===== config.mk =====
export PLATFORM = sky130hd
export DESIGN_NAME = tag_check
export DESIGN_NICKNAME = d
export VERILOG_FILES = /design/src/rtl/tag_pkg.sv /design/src/rtl/tag_bit_gen.sv /design/src/rtl/tag_check.sv
export SDC_FILE = /design/constraint.sdc
export NUM_CORES = 1
export LEC_CHECK = 0
export ABC_AREA = 1
export CORE_MARGIN = 3
export CORE_UTILIZATION = 45
export CTS_CLUSTER_SIZE = 8
export DETAILED_ROUTE_END_ITERATION = 7
export HOLD_SLACK_MARGIN = 0.12
export PLACE_DENSITY_LB_ADDON = 0.12
export REMOVE_ABC_BUFFERS = 1
export SYNTH_ARGS = -nofsm -noshare
export SYNTH_HDL_FRONTEND = slang
export SYNTH_SLANG_ARGS = --single-unit

===== constraint.sdc =====
create_clock -name clk -period 9.7 [get_ports clk]
set_input_delay 2.425 -clock clk [delete_from_list [all_inputs] [get_ports clk]]
set_output_delay 2.425 -clock clk [all_outputs]
set_load 0.1 [all_outputs]

===== src/rtl/tag_pkg.sv =====
// Shared widths and FSM state encoding for the serial tag checker family.
package tag_pkg;
  localparam int TAG_W = 32;
  localparam int IDX_W = 5;
  localparam int CNT_W = 6;

  typedef enum logic [1:0] {
    IDLE   = 2'd0,
    RUN    = 2'd1,
    REPORT = 2'd2
  } state_t;
endpackage


===== src/rtl/tag_bit_gen.sv =====
// One tag bit: y = (x0&r0) ^ (r_i&r_i-1) ^ (x_i&x_i-1) ^ s_i; purely combinational.
// Neighbour bits at index 0 and the running term s are supplied by the caller.
module tag_bit_gen (
  input  logic x0r0,
  input  logic x_cur,
  input  logic x_prev,
  input  logic r_cur,
  input  logic r_prev,
  input  logic s,
  output logic y
);
  assign y = x0r0 ^ (r_cur & r_prev) ^ (x_cur & x_prev) ^ s;
endmodule


===== src/rtl/tag_check.sv =====
// Serial tag verifier: one tag bit per cycle, LSB first; done pulses 33 cycles after start.
// start is ignored while busy; latched operands make later input changes irrelevant.
module tag_check
  import tag_pkg::*;
(
  input  logic             clk,
  input  logic             reset,
  input  logic             start,
  input  logic [TAG_W-1:0] X,
  input  logic [TAG_W-1:0] R,
  input  logic [TAG_W-1:0] T,
  output logic             busy,
  output logic             done,
  output logic             match,
  output logic [CNT_W-1:0] err_cnt,
  output logic [IDX_W-1:0] err_pos,
  output logic [TAG_W-1:0] Y_calc
);
  state_t           state;
  logic [TAG_W-1:0] x_q, r_q, t_q;
  logic [IDX_W-1:0] idx, idx_m1;
  logic             s_q;
  logic             x_prev, r_prev, y_bit, miss;
  logic [CNT_W-1:0] cnt_nxt;

  // Bit -1 of both operands reads as zero.
  assign idx_m1  = idx - IDX_W'(1);
  assign x_prev  = (idx == '0) ? 1'b0 : x_q[idx_m1];
  assign r_prev  = (idx == '0) ? 1'b0 : r_q[idx_m1];
  assign miss    = y_bit ^ t_q[idx];
  assign cnt_nxt = err_cnt + CNT_W'(miss);

  tag_bit_gen u_bit (
    .x0r0   (x_q[0] & r_q[0]),
    .x_cur  (x_q[idx]),
    .x_prev (x_prev),
    .r_cur  (r_q[idx]),
    .r_prev (r_prev),
    .s      (s_q),
    .y      (y_bit)
  );

  always_ff @(posedge clk or negedge reset) begin
    if (!reset) begin
      state   <= IDLE;
      busy    <= 1'b0;
      done    <= 1'b0;
      match   <= 1'b0;
      err_cnt <= '0;
      err_pos <= '0;
      Y_calc  <= '0;
      x_q     <= '0;
      r_q     <= '0;
      t_q     <= '0;
      idx     <= '0;
      s_q     <= 1'b0;
    end else begin
      done <= 1'b0;
      case (state)
        IDLE: begin
          if (start) begin
            x_q     <= X;
            r_q     <= R;
            t_q     <= T;
            Y_calc  <= '0;
            err_cnt <= '0;
            err_pos <= '0;
            match   <= 1'b0;
            idx     <= '0;
            s_q     <= 1'b0;
            busy    <= 1'b1;
            state   <= RUN;
          end
        end
        RUN: begin
          Y_calc[idx] <= y_bit;
          err_cnt     <= cnt_nxt;
          // Only the first mismatch sets the position.
          if (miss && (err_cnt == '0))
            err_pos <= idx;
          // S_1 stays zero; the x&r product feeds forward from bit 1 on.
          if (idx != '0)
            s_q <= s_q ^ (x_q[idx] & r_q[idx]);
          if (idx == IDX_W'(TAG_W - 1)) begin
            state <= REPORT;
            done  <= 1'b1;
            match <= (cnt_nxt == '0);
          end else begin
            idx <= idx + IDX_W'(1);
          end
        end
        REPORT: begin
          busy  <= 1'b0;
          state <= IDLE;
        end
        default: begin
          busy  <= 1'b0;
          state <= IDLE;
        end
      endcase
    end
  end
endmodule


## Word-level counts from Yosys, hierarchy flattened

Cells that the tools add are included.

| word-level totals | value |
|---|---|
| flip-flop bits (word level) | 150 |
| latch bits | 0 |
| bits in writable memories | 0 |
| bits in read-only memories | 0 |
| output and inout bits | 46 |
| memories | 0 |

| cells by class | value |
|---|---|
| add/sub/neg operators | 3 |
| multipliers | 0 |
| div/mod/pow operators | 0 |
| order comparisons | 3 |
| eq/ne operators | 7 |
| shifts and indexed selects | 0 |
| multiplexer cells | 36 |
| bitwise logic cells | 10 |
| reduce and logical (&&, ||, !) cells | 16 |

Operator list:

| cell | number |
|---|---|
| case mux 32 bit (2 select lines) | 1 |
| bitwise mux 32 bit | 1 |
| 2-to-1 mux 32 bit | 1 |
| binary-select mux 1 bit (select 5 bit) | 5 |
| case mux 5 bit (2 select lines) | 2 |
| 2-to-1 mux 5 bit | 3 |
| 2-to-1 mux 1 bit | 14 |
| logical NOT 6 bit | 2 |
| less-than comparator 5 x 6 -> 1 bit (second input constant) | 2 |
| case mux 6 bit (2 select lines) | 1 |
| AND reduction 3 bit | 4 |
| != test 2 bit (second input constant) | 5 |
| AND reduction 2 bit | 4 |
| adder 6 x 1 -> 6 bit | 1 |
| 2-to-1 mux 6 bit | 1 |
| case mux 1 bit (2 select lines) | 3 |
| adder 5 x 1 -> 5 bit (second input constant) | 1 |
| demux 1 bit (select 5 bit) | 1 |
| equality test 5 bit (second input constant) | 1 |
| >= comparator 5 x 1 -> 1 bit (second input constant) | 1 |
| logical NOT 5 bit | 1 |
| nonzero test 5 bit | 1 |
| subtractor 5 x 1 -> 5 bit (second input constant) | 1 |
| XOR 1 bit | 5 |
| 8 further kinds | 13 |

## Depth between registers and ports, before layout

Gate-level depths: netlist (run 1).

| logic depth | value |
|---|---|
| depth after elaboration | 13 |
| gate-level depth with buffers | 30 |
| depth with buffers taken out | 27 |

## Modules after synthesis

A second synthesis (run 1) with hierarchy kept.

| unflattened totals | value |
|---|---|
| cell total of the unflattened synthesis | 1,097 |
| area total of the unflattened synthesis | 8,018.9 µm² |

By module, submodules not included:

| module | instances | cells each | area an instance (µm²) |
|---|---|---|---|
| tag_check | 1 | 1,083 | 7,961.4 |
| tag_bit_gen | 1 | 14 | 57.6 |

## Least setup slack after synthesis (run 1)

No wires, ideal clock.

| path | value |
|---|---|
| path kind | reg2reg |
| start point | reg idx[0] |
| end point | reg match |
| setup time | 0.083 ns |
| arrival | 3.457 ns |
| path slack | 6.161 ns |
| cell stages (with the launch flop) | 30 |
| buffers on the path | 5 |
| clock period less this slack | 3.539 ns |
| cells stage by stage | dfrtp_1 > buf_6 > inv_4 > buf_4 > buf_2 > ha_1 > buf_2 > inv_2 > buf_2 > nand3_1 > nand3_1 > nand3_1 > nand2_1 > nand2_1 > nand2_1 > nor2_1 > nand3_1 > nand2_1 > nand2_2 > nand2_4 > nand2_2 > and2_1 > ha_1 > nand2_1 > nor2_1 > inv_1 > nor2_1 > xor2_1 > nand4_1 > o21ai_0 |

| on the way | value |
|---|---|
| longest elaborated chain between the ends | 13 |
| elaborated cells on any way between the ends | 27 |

Ends and longest elaborated chain:

| what | RTL line | source |
|---|---|---|
| start: declaration | tag_check.sv:21 | `logic [IDX_W-1:0] idx, idx_m1;` |
| start signal: assignment | tag_check.sv:89 | `idx <= idx + IDX_W'(1);` |
| subtractor 5 x 1 -> 5 bit | tag_check.sv:27 | `assign idx_m1 = idx - IDX_W'(1);` |
| binary-select mux 1 bit (select 5 bit) | tag_check.sv:29 | `assign r_prev = (idx == '0) ? 1'b0 : r_q[idx_m1];` |
| 2-to-1 mux 1 bit (not written as such) | tag_check.sv:29 |  |
| 2-to-1 mux 1 bit | tag_check.sv:29 |  |
| bitwise AND 1 bit | tag_bit_gen.sv:12 | `assign y = x0r0 ^ (r_cur & r_prev) ^ (x_cur & x_prev) ^ s;` |
| XOR 1 bit (3 in series) | tag_bit_gen.sv:12 |  |
| XOR 1 bit | tag_check.sv:30 | `assign miss = y_bit ^ t_q[idx];` |
| adder 6 x 1 -> 6 bit | tag_check.sv:31 | `assign cnt_nxt = err_cnt + CNT_W'(miss);` |
| logical NOT 6 bit | tag_check.sv:87 | `match <= (cnt_nxt == '0);` |
| 2-to-1 mux 1 bit | tag_check.sv:84 | `if (idx == IDX_W'(TAG_W - 1)) begin` |
| case mux 1 bit (2 select lines) | tag_check.sv:59 | `case (state)` |
| end signal: assignment | tag_check.sv:87 |  |
| end: declaration | tag_check.sv:14 | `output logic match,` |

Parallel ways exist; a longest one is shown, timed or not. The select of a mux whose other input is x is not followed.
A chain may end at the register's enable or synchronous reset.

## Worst setup path after layout (run 1)

Same ends and word-level chain as after synthesis.

==> results.toml, run 1 <==
[run_status]
status = "completed"

[sta]
fin_crit_sh_pct = 58.7
slew_violations = 0
finalHoldViolCount = 0
setup_viol = 0
worstMarginPinSlew_ps = 1110
timing.fmax_mhz = 176
grt_setup_unrepaired = "no"
whs_ps = 479
slew_headroom_pct = 25.6
finClkSkew_ps = 10.6
finalSetupTns_ps = 0
fin_crit_ps = 5700

[power_and_ir_drop]
p_clk_share_pct = 17.0
p_seq_share_pct = 26.3
p_per_area_nw_per_um2 = 410
leakage_nw = 4.77
ir_drop_mv = 0.216
combPwrFrac_pct = 56.7
switchingPower_w = 0.00213
p_sw_share_pct = 51.8
internal_power_w = 0.00198

[synthesis]
synth_compound_area_share_pct = 9.51
synth-seq-area-share_pct = 47.1
synthAdderAreaFrac_pct = 1.10
synth_top_family_by_area = "simple AND/OR/NAND/NOR gates"
synthCells = 1080
yosysUniqueCellTypes = 36
synth.area.mux_share_pct = 0
synth_xor_xnor_area_share_pct = 0.439
yosys.area_share.simple_pct = 33.7
ys_ff_latch = 150
synth_warnings = 0
synth_area_sq_um = 7970
syn_area_per_cell_sq_um = 7.38

[global_route]
grt_pass1_vias = 6884
grt_max_degree = 99
track_usage_pct = 22.7
antenna_found_initial = 0
grt_overflow = 0
grt_pass1_wl_um = 35600

[drt]
ant_nets = 0
firstDrtPassIters = 5
wire_per_inst_um = 15.1
drcViolationCount = 0
drt_iter0_markers = 591
via_per_inst = 5.07
drt-total-wl_um = 21500
via_count = 7232

[finish]
regArea_sq_um = 3750
mostFrequentLayoutCells = "nand2_1 (448), dfrtp_1 (149), clkdlybuf4s50_1 (143)"
diodes = 0
multi_input_comb_area_sq_um = 3580
layout.nets = 1295
postLayoutCellArea_sq_um = 10000
final_common_cell = "nand2_1"
final_layout_size_suffix_gt1_share_pct = 6.41
synthToLayoutAreaGrowth_pct = 25.9
fill_cells = 1670

[floorplan]
die_w_um = 139
initial_core_util_pct = 46.1
core_area_sq_um = 17300
die_y_um = 139
ios = 145
rows = 48
dieArea_sq_um = 19400

[setup_path]
cp_slowest_cell = "ha_1"
slowest_delay_ps = 990
cp_data_required_time_ps = 10050
r2r_slack_ps = 4000
cpMostUsedCell = "nand2_1"
crit_fanout = 98
r2r-start = "idx[0]"
start_kind = "flop"
worstPathCellList = "buf_4 > inv_4 > ha_1 > inv_2 > nand3_1 > nand3_1 > nand3_1 > nand2_1 > nand2_1 > nand2_1 > nor2_1 > nand2_1 > nand2_1 > nand3_2 > nand2_4 > nand2_2 > and2_1 > ha_1 > xnor2_1 > nand3_1 > nor3_1 > nand4_1 > o21ai_0"
crit_type = "reg -> reg"
crit_arrival_ps = 6050
cp-startpoint = "idx[0]"
rr_endpoint = "match"
crit_path_end_kind = "flop"
r2r_cells = 23

[clock_tree]
cts_tree = "built"
numCtsBuffers = 17
cts_repair_resize_count = 0
cts_sinks = 150
ctsRootBufferMaster = "clkbuf_16"
cts_setup_buffers = 0
insertion_delay_ps = 440
cts_buffer_depth = 2
holdBufCountCts = 0
clk_pin_slew_worst_paths_ps = 60
htree_levels = 4

[placement]
gp_congestion = 0.844
dp_hpwl_um = 13700
port_buffers = 144
post_dp_cell_area_sq_um = 9410

[min_path]
hp-start = "t_q[26]"
min_to = "t_q[26]"
hold_class = "reg -> reg"
hold_depth = 2

[run]
cap_violations = 0
state kept, by name, summed over array words and instances (netlist names):
signal,cells
err_cnt,6
match,1
x_q,32
Y_calc,32
t_q,32
state,2
done,1
busy,1
s_q,1
err_pos,5
r_q,32
idx,5
critical path: cells and delay by family (launching register included):
kind,cells,cell delay (ps)
adder cells (fa/ha/maj),2,1200
buffers and inverters,3,1670
AND/OR/NAND/NOR,16,2010
flip-flops,1,340
XOR/XNOR,1,200
AO/OA/AOI/OAI,1,80
per-layer routing:
metal / track usage (%) / wire [um] / vias up
li1: - / - / 3664
met2: 36.5 / 10100 / 226
met3: 4.07 / 1280 / 18
met4: 6.08 / 239 / 0
met5: 0 / 0 / -
met1: 32.0 / 9960 / 3324
power groups by stage:
stage          logic [W]  clock network [W]  registers, W
5_1_grt          0.00257           0.000735       0.00112
3_3_place_gp     0.00229                  0       0.00108
6_report         0.00233           0.000701       0.00108
2_1_floorplan    0.00118                  0       0.00158
3_5_place_dp     0.00232                  0       0.00109
4_1_cts          0.00233           0.000711       0.00108
stage by stage:
stage	std cells	utilization [%]	total power (W)	worst slack [ps]
CTS	1427	58.0	0.00412	4040
global route	1427	58.0	0.00442	3550
global placement	1395	54.4	0.00338	3720
floorplan	1021	-	0.00276	3030
finish	1427	58.0	0.00411	4000
detailed placement	1395	54.4	0.00341	3620
cells by family after synthesis:
family | Yosys count
AND/OR/NAND/NOR | 645
flip-flops | 150
XOR/XNOR | 4
adder cells (fa/ha/maj) | 7
buffers and inverters | 142
AO/OA/AOI/OAI | 132
Yosys cell counts:
library cell  count  share of area (%)
dfrtp_1         150                 47
nor2_4            2               0.28
inv_2            11               0.52
nand4_1           4               0.31
nand2_4           2               0.28
a32oi_1           2               0.22
nand2_1         448                 21
ha_1              7                1.1
xnor2_1           1               0.11
buf_6             9                1.3
o31ai_1           2               0.19
buf_4             8               0.75
a31oi_1           1              0.079
o21ai_1           4               0.25
o211ai_1          8               0.75
o22ai_1           5               0.39
nor4_1            2               0.16
nor2_2            6               0.47
and2_1            1              0.079
inv_4             1              0.079
a32o_1            2               0.25
nor3_1            4               0.25
buf_2            14               0.88
nand3_1         121                7.6
nor2_1           45                2.1
o21ai_0          90                5.6
nand3_4           1               0.22
o211ai_2          5               0.78
nand3_2           3               0.38
buf_1             4               0.19
a21oi_1          12               0.75
inv_1            71                3.3
xor2_1            3               0.33
a221oi_2          1               0.19
nand2_2           6               0.47
clkbuf_1         24                1.1
layout make-up:
class | instances | area share, %
Clock buffer | 20 | 4.55
Clock inverter | 12 | 1.65
Inverter | 83 | 3.14
Multi-Input combinational cell | 788 | 35.7
Sequential cell | 150 | 37.4
Tap cell | 225 | 2.81
Timing Repair Buffer | 149 | 14.8
worst max path at each step:
stage / slack, ps / cells after the start / endpoint
5_1_grt: 3550 / 23 / match
2_1_floorplan: 3030 / 6 / idx[2]
3_5_place_dp: 3620 / 7 / idx[2]
6_report: 4000 / 23 / match
3_3_place_gp: 3720 / 7 / idx[2]
4_1_cts: 4040 / 23 / match
Power figures use the tool's default switching activity.
==> run 2: changes to the inputs <==
- clock period: 9.7 -> 4.6 ns (I/O delays scaled with it)
==> run 2 against run 1 <==
Effect of this change:
- cell count is 0.21% higher
- combinational power rose by 110%
- clock skew fell by 2.4 ps
- flip-flop and latch count is the same
- setup slack got worse by 3300 ps
- first-iteration DRC count fell by 12%
- die area unchanged
- register-to-register slack got worse by 3300 ps
- via count up 0.80%
==> results.toml, run 2 (synthesized netlist as in run 1, its figures left out) <==
[run_status]
status = "completed"

[floorplan]
die_w_um = 139
rows = 48
die_y_um = 139
core_area_sq_um = 17300
initial_core_util_pct = 46.1
ios = 145
dieArea_sq_um = 19400

[sta]
timing.fmax_mhz = 254
finClkSkew_ps = 8.19
setup_viol = 0
fin_crit_ps = 3930
worstMarginPinSlew_ps = 1020
grt_setup_unrepaired = "no"
layout_setup_ws_ps = 670
fin_crit_sh_pct = 85.4
whs_ps = 477
slew_headroom_pct = 31.8
slew_violations = 0
finalHoldViolCount = 0

[run]
cap_violations = 0

[setup_path]
cp_data_required_time_ps = 4940
worstPathCellList = "inv_4 > ha_1 > inv_2 > nand3_1 > nand3_1 > nand3_1 > nand2_1 > nand2_1 > nand2_1 > nor2_1 > nand2_1 > nand2_1 > nand3_2 > nand2_4 > nand2_2 > and2_1 > ha_1 > xnor2_1 > nand3_1 > nor3_1 > nand4_1 > o21ai_0"
crit_fanout = 33
crit_path_end_kind = "flop"
crit_type = "reg -> reg"
r2r-start = "idx[0]"
slowest_delay_ps = 740
path_buf_inv = 2
cp-startpoint = "idx[0]"
start_kind = "flop"
cp_top_family = "simple AND/OR/NAND/NOR gates"
crit_arrival_ps = 4270
cpMostUsedCell = "nand2_1"
cp_slowest_cell = "ha_1"

[drt]
via_per_inst = 5.10
firstDrtPassIters = 5
wire_per_inst_um = 15.0
drt-total-wl_um = 21400
drcViolationCount = 0
drt_iter0_markers = 518
via_count = 7290
ant_nets = 0

[clock_tree]
cts_setup_buffers = 0
htree_levels = 4
insertion_delay_ps = 430
numCtsBuffers = 17
cts_repair_resize_count = 0
cts_sinks = 150
cts_buffer_depth = 2
clk_pin_slew_worst_paths_ps = 60
ctsRootBufferMaster = "clkbuf_16"
cts_tree = "built"
holdBufCountCts = 0

[placement]
port_buffers = 144
dp_hpwl_um = 14100
post-place-ws_ps = 750
gp_congestion = 0.885

[global_route]
grt_overflow = 0
grt_pass1_wl_um = 35500
grt_pass1_vias = 6935
grt_max_degree = 98
track_usage_pct = 22.6
antenna_found_initial = 0

[finish]
fill_cells = 1638
synthToLayoutAreaGrowth_pct = 25.3
diodes = 0
final_common_cell = "nand2_1"
mostFrequentLayoutCells = "nand2_1 (448), dfrtp_1 (149), clkdlybuf4s50_1 (143)"
layout.nets = 1298
final_layout_size_suffix_gt1_share_pct = 6.47

[power_and_ir_drop]
ir_drop_mv = 0.521
leakage_nw = 4.74
p_per_area_nw_per_um2 = 845

[min_path]
hold_class = "reg -> reg"
hp-start = "t_q[14]"
==> run 2: metal layers <==
metal	wire [um]	GRT usage, %
met5	0	0
met4	211	5.92
met3	1140	5.07
met2	9970	35.9
met1	10100	31.5
==> run 2: cell type report <==
cell class,count,area (sq um),area share [%]
timing repair buffer,152,1530,15.3
tap,225,282,2.82
inverter,83,315,3.16
multi-input combinational,788,3580,35.9
sequential,150,3750,37.6
clock inverter,11,76.3,0.764
clock buffer,21,450,4.51
==> run 2: worst register-to-register path, stage by stage (launching register included) <==
cell and delay (ps):
dfrtp_2 380, inv_4 30, ha_1 740, inv_2 320
nand3_1 180, nand3_1 80, nand3_1 100, nand2_1 60
nand2_1 60, nand2_1 70, nor2_1 130, nand2_1 70
nand2_1 80, nand3_2 100, nand2_4 270, nand2_2 130
and2_1 180, ha_1 200, xnor2_1 180, nand3_1 100
nor3_1 200, nand4_1 110, o21ai_0 80
==> run 2: path summary, 6_finish.rpt <==
check | end | slack, ps | depth (start not counted)
min | t_q[14] | 480 | 2
min reg2reg | t_q[14] | 480 | 2
max | match | 670 | 22
max in group asynchronous | x_q[3] | 2980 | 2
min in group asynchronous | err_cnt[2] | 770 | 1
max reg2reg | match | 670 | 22
==> run 2: through the flow <==
step	util, %	area [sq um]	instances	setup TNS [ps]	power [W]
2_1_floorplan	-	7640	1021	-42610	0.00582
3_3_place_gp	54.7	9460	1398	0	0.00711
3_5_place_dp	54.7	9460	1398	0	0.00717
4_1_cts	57.7	9990	1430	0	0.00845
5_1_grt	57.7	9990	1430	0	0.00912
6_report	57.7	9990	1430	0	0.00844
==> run 2: where the power goes <==
part | switching (W) | internal, W | total [W]
logic | 0.00347 | 0.00140 | 0.00487
clock network | 0.000560 | 0.000703 | 0.00126
registers | 0.000402 | 0.00190 | 0.00230
